## src/rtl/fetch_aligner_pkg.sv

```systemverilog
// Shared types and constants for the instruction fetch aligner.
// Covers the FSM state encoding, halfword geometry and buffer depth.
package fetch_aligner_pkg;

  typedef enum logic [1:0] {
    ST_FETCH     = 2'd0,
    ST_WAIT      = 2'd1,
    ST_WAIT_DROP = 2'd2
  } fetch_state_t;

  localparam logic [1:0] QUAD_UNCOMP = 2'b11;
  localparam int         HW_BITS     = 16;
  localparam int         BUF_DEPTH   = 4;
  localparam int         CNT_BITS    = 3;

  // A halfword starts a 16-bit instruction unless its quadrant bits are 11.
  function automatic logic is_compressed(input logic [HW_BITS-1:0] hw);
    return hw[1:0] != QUAD_UNCOMP;
  endfunction

endpackage

```

## src/rtl/fetch_halfword_buffer.sv

```systemverilog
// Four-entry halfword shift buffer: pop 0/1/2 from the head and push 0/1/2 at the tail in one cycle.
// Registered state only; the caller guarantees pops never exceed count and pushes never overflow.
module fetch_halfword_buffer
  import fetch_aligner_pkg::*;
(
  input  logic                clk,
  input  logic                rst,
  input  logic                clear,
  input  logic [1:0]          pop_cnt,
  input  logic [1:0]          push_cnt,
  input  logic [HW_BITS-1:0]  push_hw0,
  input  logic [HW_BITS-1:0]  push_hw1,
  output logic [HW_BITS-1:0]  head_hw0,
  output logic [HW_BITS-1:0]  head_hw1,
  output logic [CNT_BITS-1:0] count
);

  logic [BUF_DEPTH-1:0][HW_BITS-1:0] entries_q, entries_d, shifted;
  logic [CNT_BITS-1:0]               count_q, count_d, remain;

  // Entries at or above count are kept zero, so the shift can fill from the top freely.
  always_comb begin
    shifted   = entries_q >> (HW_BITS * pop_cnt);
    remain    = count_q - CNT_BITS'(pop_cnt);
    entries_d = shifted;
    for (int j = 0; j < BUF_DEPTH; j++) begin
      if (push_cnt != 2'd0 && CNT_BITS'(j) == remain) entries_d[j] = push_hw0;
      if (push_cnt == 2'd2 && CNT_BITS'(j) == remain + CNT_BITS'(1)) entries_d[j] = push_hw1;
    end
    count_d = remain + CNT_BITS'(push_cnt);
    if (clear) begin
      entries_d = '0;
      count_d   = '0;
    end
  end

  always_ff @(posedge clk or posedge rst) begin
    if (rst) begin
      entries_q <= '0;
      count_q   <= '0;
    end else begin
      entries_q <= entries_d;
      count_q   <= count_d;
    end
  end

  assign head_hw0 = entries_q[0];
  assign head_hw1 = entries_q[1];
  assign count    = count_q;

endmodule

```

## src/rtl/fetch_aligner.sv

```systemverilog
// Word fetcher plus halfword aligner emitting 16/32-bit instructions; one fetch outstanding at a time.
// Instruction outputs come from registered state only and hold while instr_ready is low.
module fetch_aligner
  import fetch_aligner_pkg::*;
#(
  parameter int                 RegBits = 32,
  parameter logic [RegBits-1:0] ResetPc = RegBits'(32'h0000_0000)
) (
  input  logic               clk,
  input  logic               rst,
  output logic               mem_req,
  output logic [RegBits-1:0] mem_addr,
  input  logic               mem_valid,
  input  logic [RegBits-1:0] mem_rdata,
  input  logic               redirect,
  input  logic [RegBits-1:0] redirect_pc,
  output logic               instr_valid,
  input  logic               instr_ready,
  output logic [RegBits-1:0] instr,
  output logic [RegBits-1:0] instr_pc,
  output logic               instr_compressed
);

  fetch_state_t        state_q, state_d;
  logic [RegBits-1:0]  fetch_pc_q, head_pc_q;
  logic                skip_half_q;

  logic [HW_BITS-1:0]  head_hw0, head_hw1;
  logic [CNT_BITS-1:0] count;
  logic                head_comp, fire, accept, has_room;
  logic [1:0]          pop_cnt, push_cnt;
  logic [HW_BITS-1:0]  push_hw0, push_hw1;

  assign head_comp   = is_compressed(head_hw0);
  assign instr_valid = (count != '0 && head_comp) || count >= CNT_BITS'(2);
  assign has_room    = count <= CNT_BITS'(2);

  assign instr_compressed = instr_valid && head_comp;
  assign instr    = !instr_valid ? '0 :
                    head_comp    ? RegBits'(head_hw0) : RegBits'({head_hw1, head_hw0});
  assign instr_pc = head_pc_q;
  assign mem_addr = fetch_pc_q;

  // Redirect wins over everything: it blocks consume, append and issue this cycle.
  assign fire     = instr_valid && instr_ready && !redirect;
  assign accept   = state_q == ST_WAIT && mem_valid && !redirect;
  assign pop_cnt  = fire ? (head_comp ? 2'd1 : 2'd2) : 2'd0;
  assign push_cnt = accept ? (skip_half_q ? 2'd1 : 2'd2) : 2'd0;
  assign push_hw0 = skip_half_q ? mem_rdata[2*HW_BITS-1:HW_BITS] : mem_rdata[HW_BITS-1:0];
  assign push_hw1 = mem_rdata[2*HW_BITS-1:HW_BITS];

  fetch_halfword_buffer u_buf (
    .clk      (clk),
    .rst      (rst),
    .clear    (redirect),
    .pop_cnt  (pop_cnt),
    .push_cnt (push_cnt),
    .push_hw0 (push_hw0),
    .push_hw1 (push_hw1),
    .head_hw0 (head_hw0),
    .head_hw1 (head_hw1),
    .count    (count)
  );

  always_comb begin
    state_d = state_q;
    mem_req = 1'b0;
    unique case (state_q)
      ST_FETCH: begin
        if (!redirect && has_room) begin
          mem_req = !rst;
          state_d = ST_WAIT;
        end
      end
      // A response always retires the outstanding fetch, even when it is being dropped.
      ST_WAIT, ST_WAIT_DROP: begin
        if (mem_valid)     state_d = ST_FETCH;
        else if (redirect) state_d = ST_WAIT_DROP;
      end
      default: state_d = ST_FETCH;
    endcase
  end

  always_ff @(posedge clk or posedge rst) begin
    if (rst) begin
      state_q     <= ST_FETCH;
      fetch_pc_q  <= {ResetPc[RegBits-1:2], 2'b00};
      head_pc_q   <= ResetPc;
      skip_half_q <= ResetPc[1];
    end else begin
      state_q <= state_d;
      if (redirect) begin
        fetch_pc_q  <= redirect_pc & ~RegBits'(3);
        head_pc_q   <= redirect_pc & ~RegBits'(1);
        skip_half_q <= redirect_pc[1];
      end else begin
        if (accept) begin
          fetch_pc_q  <= fetch_pc_q + RegBits'(4);
          skip_half_q <= 1'b0;
        end
        if (fire) head_pc_q <= head_pc_q + (head_comp ? RegBits'(2) : RegBits'(4));
      end
    end
  end

endmodule

```

## config.mk

```make
export PLATFORM = sky130hd
export DESIGN_NAME = fetch_aligner
export DESIGN_NICKNAME = d
export VERILOG_FILES = /design/src/rtl/fetch_aligner_pkg.sv /design/src/rtl/fetch_halfword_buffer.sv /design/src/rtl/fetch_aligner.sv
export SDC_FILE = /design/constraint.sdc
export NUM_CORES = 1
export LEC_CHECK = 0
export CAP_MARGIN = 20
export CORE_ASPECT_RATIO = 0.75
export CORE_MARGIN = 4
export CORE_UTILIZATION = 38
export DETAILED_ROUTE_END_ITERATION = 16
export SLEW_MARGIN = 30
export SYNTH_ARGS = -nofsm -noshare
export SYNTH_HDL_FRONTEND = slang
export SYNTH_SLANG_ARGS = --single-unit
```

## constraint.sdc

```tcl
create_clock -name clk -period 5.1 [get_ports clk]
set_clock_uncertainty 0.05 [all_clocks]
set_input_delay 0.765 -clock clk [delete_from_list [all_inputs] [get_ports clk]]
set_output_delay 0.765 -clock clk [all_outputs]
set_load 0.1 [all_outputs]
```

Yosys cells after proc, flatten, opt, wreduce, memory -nomap -nowiden:

Cells that the tools add are included.
Widths: inputs -> output; s select.

* add/subtract/negate cells: 5
* $lt $le $gt $ge: 2
* eq/ne operators: 12
* shift operators: 1
* muxes and demuxes: 30
* reduce and logical (&&, ||, !) cells: 27

Operators by type and width (number)
* $mux 32: 6
* $mux 16: 9
* $mux 64: 1
* $shr 64x6->64: 1
* $add 32x3->32: 1
* $add 32x3->32 const B: 1
* $logic_and 1x1->1: 15
* $mux 2: 7
* $eq 2x3->1 const A: 4
* $eq 1x3->1 const A: 2
* $logic_not 3->1: 2
* $mux 3: 2
* $reduce_bool 2->1: 3
* $eq 2x2->1 const B: 2
* $mux 1: 4
* $ne 2x2->1 const B: 2
* $pmux 2 s2: 1
* $add 3x1->3 const B: 1
* $add 3x2->3: 1
* $ge 3x2->1 const B: 1
* $le 3x2->1 const B: 1
* $ne 3x3->1 const B: 1
* $reduce_bool 3->1: 1
* $sub 3x2->3: 1
* 6 further kinds: 7

* flip-flop bits (word level): 134
* input bits: 69
* output and inout bits: 99
* logic and storage cells: 86

Longest topological paths before layout:

* word-level depth: 12
* mapped depth: 19

Hierarchy:

From an unflattened synthesis, not the netlist that was laid out.

* cell total of the unflattened synthesis: 903
* area total of the unflattened synthesis: 8574.5 um^2

By module, submodules not included
* fetch_halfword_buffer: times used 1, cells each 479, area each 4327.9 um^2, sequential area each 1676.6 um^2
* fetch_aligner: times used 1, cells each 424, area each 4246.6 um^2, sequential area each 1601.5 um^2

Worst setup path before layout:

No wires, ideal clock.

* path kind: register to register
* from: register u_buf.entries_q, in the netlist u_buf.head_hw0[1]
* to: register u_buf.entries_q, in the netlist u_buf.head_hw0[8]
* setup time: 126 ps
* arrival time: 5287 ps
* data required time: 4924 ps
* slack: -363 ps
* stages on the path, launching flop included: 20
* path buffers: 5
* cells stage by stage: dfrtp_1 and2_1 buf_2 a21oi_1 and3_1 buf_2 buf_2 ha_1 inv_1 fa_1 inv_1 nor2_1 ha_1 and4bb_2 buf_2 a31oi_1 o21ai_1 buf_2 a21oi_1 a221o_1

* cells in the longest elaborated chain, start to end: 12

RTL lines
* start: declaration: RTL line fetch_halfword_buffer.sv:18 `logic [BUF_DEPTH-1:0][HW_BITS-1:0] entries_q, entries_d, shifted;`
* start signal: assignment: RTL line fetch_halfword_buffer.sv:42 `entries_q <= entries_d;`
* $ne 2x2->1 *: RTL line fetch_aligner_pkg.sv:18 `return hw[1:0] != QUAD_UNCOMP;`
* $logic_and 1x1->1: RTL line fetch_aligner.sv:35 `assign instr_valid = (count != '0 && head_comp) || count >= CNT_BITS'(2);`
* $logic_or 1x1->1: RTL line fetch_aligner.sv:35
* $logic_and 1x1->1 (2 in a row): RTL line fetch_aligner.sv:45 `assign fire = instr_valid && instr_ready && !redirect;`
* $mux 2 *: RTL line fetch_aligner.sv:47 `assign pop_cnt = fire ? (head_comp ? 2'd1 : 2'd2) : 2'd0;`
* $sub 3x2->3: RTL line fetch_halfword_buffer.sv:24 `remain = count_q - CNT_BITS'(pop_cnt);`
* $add 3x1->3 / $logic_not 3->1 (equally long branches): RTL line fetch_halfword_buffer.sv:28, fetch_halfword_buffer.sv:27
* $logic_not 3->1 / $logic_and 1x1->1 (equally long branches): RTL line fetch_halfword_buffer.sv:28, fetch_halfword_buffer.sv:27
* $logic_and 1x1->1 / $mux 16 (equally long branches): RTL line fetch_halfword_buffer.sv:28, fetch_halfword_buffer.sv:27
* $mux 16 *: RTL line fetch_halfword_buffer.sv:28 `if (push_cnt == 2'd2 && CNT_BITS'(j) == remain + CNT_BITS'(1)) entries_d[j] = push_hw1;`
* $mux 64 *: RTL line fetch_halfword_buffer.sv:31 `if (clear) begin`

Mark *: on every way between the ends. The rest lies on a longest branch, timed or not.
A chain may end at the register's enable or synchronous reset.

Worst setup path in the final report:

* from: input port instr_ready
* to: register u_buf.entries_q, in the netlist u_buf.head_hw0[1]

* cells in the longest elaborated chain, start to end: 9

RTL lines
* start: declaration: RTL line fetch_aligner.sv:18 `input logic instr_ready,`
* $logic_and 1x1->1 * (2 in a row): RTL line fetch_aligner.sv:45
* $mux 2 *: RTL line fetch_aligner.sv:47
* $sub 3x2->3: RTL line fetch_halfword_buffer.sv:24
* $add 3x1->3 / $logic_not 3->1 (equally long branches): RTL line fetch_halfword_buffer.sv:28, fetch_halfword_buffer.sv:27
* $logic_not 3->1 / $logic_and 1x1->1 (equally long branches): RTL line fetch_halfword_buffer.sv:28, fetch_halfword_buffer.sv:27
* $logic_and 1x1->1 / $mux 16 (equally long branches): RTL line fetch_halfword_buffer.sv:28, fetch_halfword_buffer.sv:27
* $mux 16 *: RTL line fetch_halfword_buffer.sv:28
* $mux 64 *: RTL line fetch_halfword_buffer.sv:31

Marks and branches as above.

==> flow_summary.toml <==
[sta]
rsz0062_at_grt = "false"
max_freq_ghz = 0.240
worstMarginPinSlew_ns = 1.03
fin_tns_setup_ns = 0
setup_violations = 0
fin_crit_sh = 0.817
relSlewSlack = 0.309
period_needed_ns = 4.17
hold_ws_ns = 0.449
drv_slew = 0
report.final.hold_viol_count = 0
timing.final.ws_setup_ns = 0.931

[clock_network]
clock_sinks = 131
clk_pin_slew_ns = 0.06
root_buffer = "clkbuf_16"
ctsLongestPathBuffers = 2
post-cts-setup-buffers = 0
cts_tree = "built"
cts_resized = 0
worstSkewPairLatency_ns = 0.42
ctsHoldBuffers = 0
ctsHtreeMaxLevel = 4
cts_buffers = 17

[synth]
synthXorXnorAreaFrac = 0.0596
syn_area_um2 = 8060
synth_edf_count = 0
synthDistinctLibCells = 62
synth_fa_ha_area_frac = 0.0214
synth_ff_type = "dfrtp_1"
async_reset_ff_frac = 1.00
synth.ff_latch_count = 131
netlist_instances = 852
syn_area_per_cell_um2 = 9.46
yosys_warnings = 0
synth_top_family_by_area = "simple AND/OR/NAND/NOR gates"
synth-compound-area-share = 0.183
muxShareOfSynthArea = 0.0947
ys_seq_area_frac = 0.407
synth-simple-area-share = 0.187

[floorplan]
dieArea_um2 = 23600
rows = 45
die_x_um = 176
ioPinCount = 168
start_util = 0.392
die_height_um = 134
core_um2 = 20600

[critical_path]
path_class = "in2reg"
worst_ep_arrival_time_ns = 4.47
worst_setup_path_start_kind = "input pin"
cp-end-kind = "register"
cp.required_ns = 5.40
worstPathMaxFanout = 10

[pwr]
ir_worst_vdd_uv = 311
p_leak_nw = 4.44
p_per_area_nw_per_um2 = 420

[route]
ant_nets = 0
drc = 0
route.vias.total = 7407
first_iter_violations = 682
viasPerCell = 5.76
wl_per_cell_um = 20.8
drtPass1Iterations = 6
wirelength_um = 26700

[placement]
hpwl_um = 18100
placed_cell_area_um2 = 9920
place.gp.congestion = 0.841
io_buffers = 163
post-place-ws_ns = 0.511

[final_layout]
fin_area_um2 = 10500
antennaDiodeCount = 0
layout-drive-gt1-share = 0.136
finish.utilization = 0.509
multi_input_area_um2 = 4410
seqCellArea_um2 = 3280
num-fill-cells = 1918
area_delta_synth_final_pct = 29.9
nets = 1074

[global_route]
antenna_found_initial = 0
grt_pass1_wl_um = 42100
overflow = 0
grt_pass1_vias = 7326
track_usage = 0.225
grt_start_max_net_pins = 72

[hold_path]
hold_path_class = "reg2reg"

[job]
cap_violations = 0

[status]
status = "finished clean"
[logic make-up (layout without fill, tap and decap cells)]
kind of cell,Yosys count,count (layout)
compound gates,194,194
xor+xnor,54,54
fa+ha+maj,12,12
buf+inv,90,241
flops,131,131
mux,70,70
other cells,1,3
simple gates,300,300
[per-layer routing]
metal / global-route usage / up-vias / share of wire
met5: 0 / - / 0
met4: 0.0636 / 0 / 0.012
met3: 0.0549 / 22 / 0.081
met2: 0.317 / 326 / 0.42
met1: 0.341 / 3650 / 0.48
li1: - / 3409 / -
[placed cells by master, fill, tap and decap left out, types with 3 or more instances in the layout]
cell | netlist | layout
clkdlybuf4s50_1 | 0 | 148
dfrtp_1 | 131 | 130
nand2_1 | 77 | 77
nor2_1 | 59 | 59
mux2_2 | 50 | 50
nor3_1 | 35 | 35
buf_4 | 3 | 33
a21oi_1 | 33 | 32
a221oi_1 | 32 | 32
xor2_1 | 31 | 31
nand3_1 | 24 | 24
and3_1 | 24 | 24
inv_1 | 24 | 22
xnor2_1 | 22 | 22
mux2i_1 | 20 | 20
nor2b_1 | 20 | 20
nor4_1 | 17 | 17
a21o_1 | 17 | 17
clkbuf_16 | 0 | 17
o31ai_1 | 16 | 16
a22oi_1 | 16 | 16
a22o_1 | 16 | 16
a221o_1 | 16 | 16
o22ai_1 | 15 | 15
nand4_1 | 9 | 9
ha_1 | 9 | 9
and4_1 | 8 | 8
a21boi_0 | 8 | 8
and2_1 | 6 | 6
nand2b_1 | 6 | 6
clkinv_2 | 0 | 6
o21ai_0 | 5 | 5
or3_1 | 3 | 3
a31oi_1 | 3 | 3
nor3_2 | 3 | 3
fa_1 | 3 | 3
conb_1 | 1 | 3
clkinvlp_4 | 0 | 3
buf_2 | 18 | 3
[sequential cells by signal (all words and copies together), names as in the netlist]
| register | count |
|---|---|
| u_buf.head_hw1 | 16 |
| mem_addr | 30 |
| instr_pc | 31 |
| u_buf.entries_q | 32 |
| state_q | 2 |
| u_buf.head_hw0 | 16 |
| u_buf.count | 3 |
| skip_half_q | 1 |
[synth_stat cells, drive strengths merged, types with 2 or more instances]
master / instances / area (µm²)
a22oi: 16 / 120
nor2b: 20 / 125
a31oi: 3 / 18.8
or2: 3 / 18.8
o22ai: 15 / 93.8
or3: 3 / 18.8
o31ai: 16 / 120
nand3: 24 / 120
nor4: 17 / 106
o21a: 2 / 15.0
a221oi: 32 / 280
dfrtp: 131 / 3280
and3: 24 / 150
clkbuf: 35 / 133
and2: 6 / 37.5
a211oi: 2 / 20.0
fa: 3 / 60.1
xor2: 32 / 288
mux2i: 20 / 200
nor2: 60 / 228
a22o: 16 / 140
xnor2: 22 / 193
and3b: 2 / 17.5
o21ai: 7 / 35.0
nand2b: 6 / 37.5
inv: 25 / 93.8
a221o: 16 / 160
ha: 9 / 113
a21boi: 9 / 71.3
mux2: 50 / 563
a21o: 17 / 128
buf: 30 / 154
and4: 9 / 81.3
nand4: 9 / 56.3
nor3: 38 / 205
nand2: 78 / 295
o31a: 2 / 17.5
a21oi: 34 / 174
[final cells by class]
cell class	count	share of cell area
Clock inverter	11	0.0108
Sequential cell	131	0.313
Timing Repair Buffer	185	0.169
Tap cell	282	0.0337
Inverter	25	0.00944
Multi-Input combinational cell	633	0.422
Clock buffer	20	0.0427
[path summary, 6_finish.rpt]
check / from / end / slack, ns / cells after the start
setup / recovery: instr_ready / u_buf.head_hw0[1] / 0.93 / 14
hold / removal: u_buf.head_hw1[13] / u_buf.head_hw1[13] / 0.45 / 1
setup reg to reg: u_buf.head_hw0[0] / u_buf.head_hw0[1] / 1.08 / 13
hold reg to reg: u_buf.head_hw1[13] / u_buf.head_hw1[13] / 0.45 / 1
max in group asynchronous: rst / u_buf.head_hw1[13] / 3.38 / 3
min in group asynchronous: rst / mem_addr[21] / 0.81 / 2
[through the flow]
| stage | power [W] | std cells |
|---|---|---|
| CTS | 0.00441 | 1287 |
| global route | 0.00460 | 1287 |
| floorplan | 0.00268 | 854 |
| detailed placement | 0.00321 | 1256 |
| finish | 0.00439 | 1287 |
| global placement | 0.00320 | 1256 |
[report_power, final]
group | switching, W | internal, W | leakage, nW
logic | 0.00131 | 0.000570 | 2.51
registers | 0.000153 | 0.00117 | 1.67
clock network | 0.000460 | 0.000723 | 0.271
[worst max-delay path, cell delays in order]
cell             delay (ns)
clkdlybuf4s50_1        0.48
inv_1                  0.09
a211oi_2               0.30
nand2_1                0.13
fa_1                   0.65
inv_1                  0.13
nor2_1                 0.10
ha_1                   0.25
and4bb_2               0.25
a31oi_1                0.21
nor2_1                 0.08
nor3_2                 0.52
buf_4                  0.33
a221o_1                0.17
(Power assumes the default switching activity.)
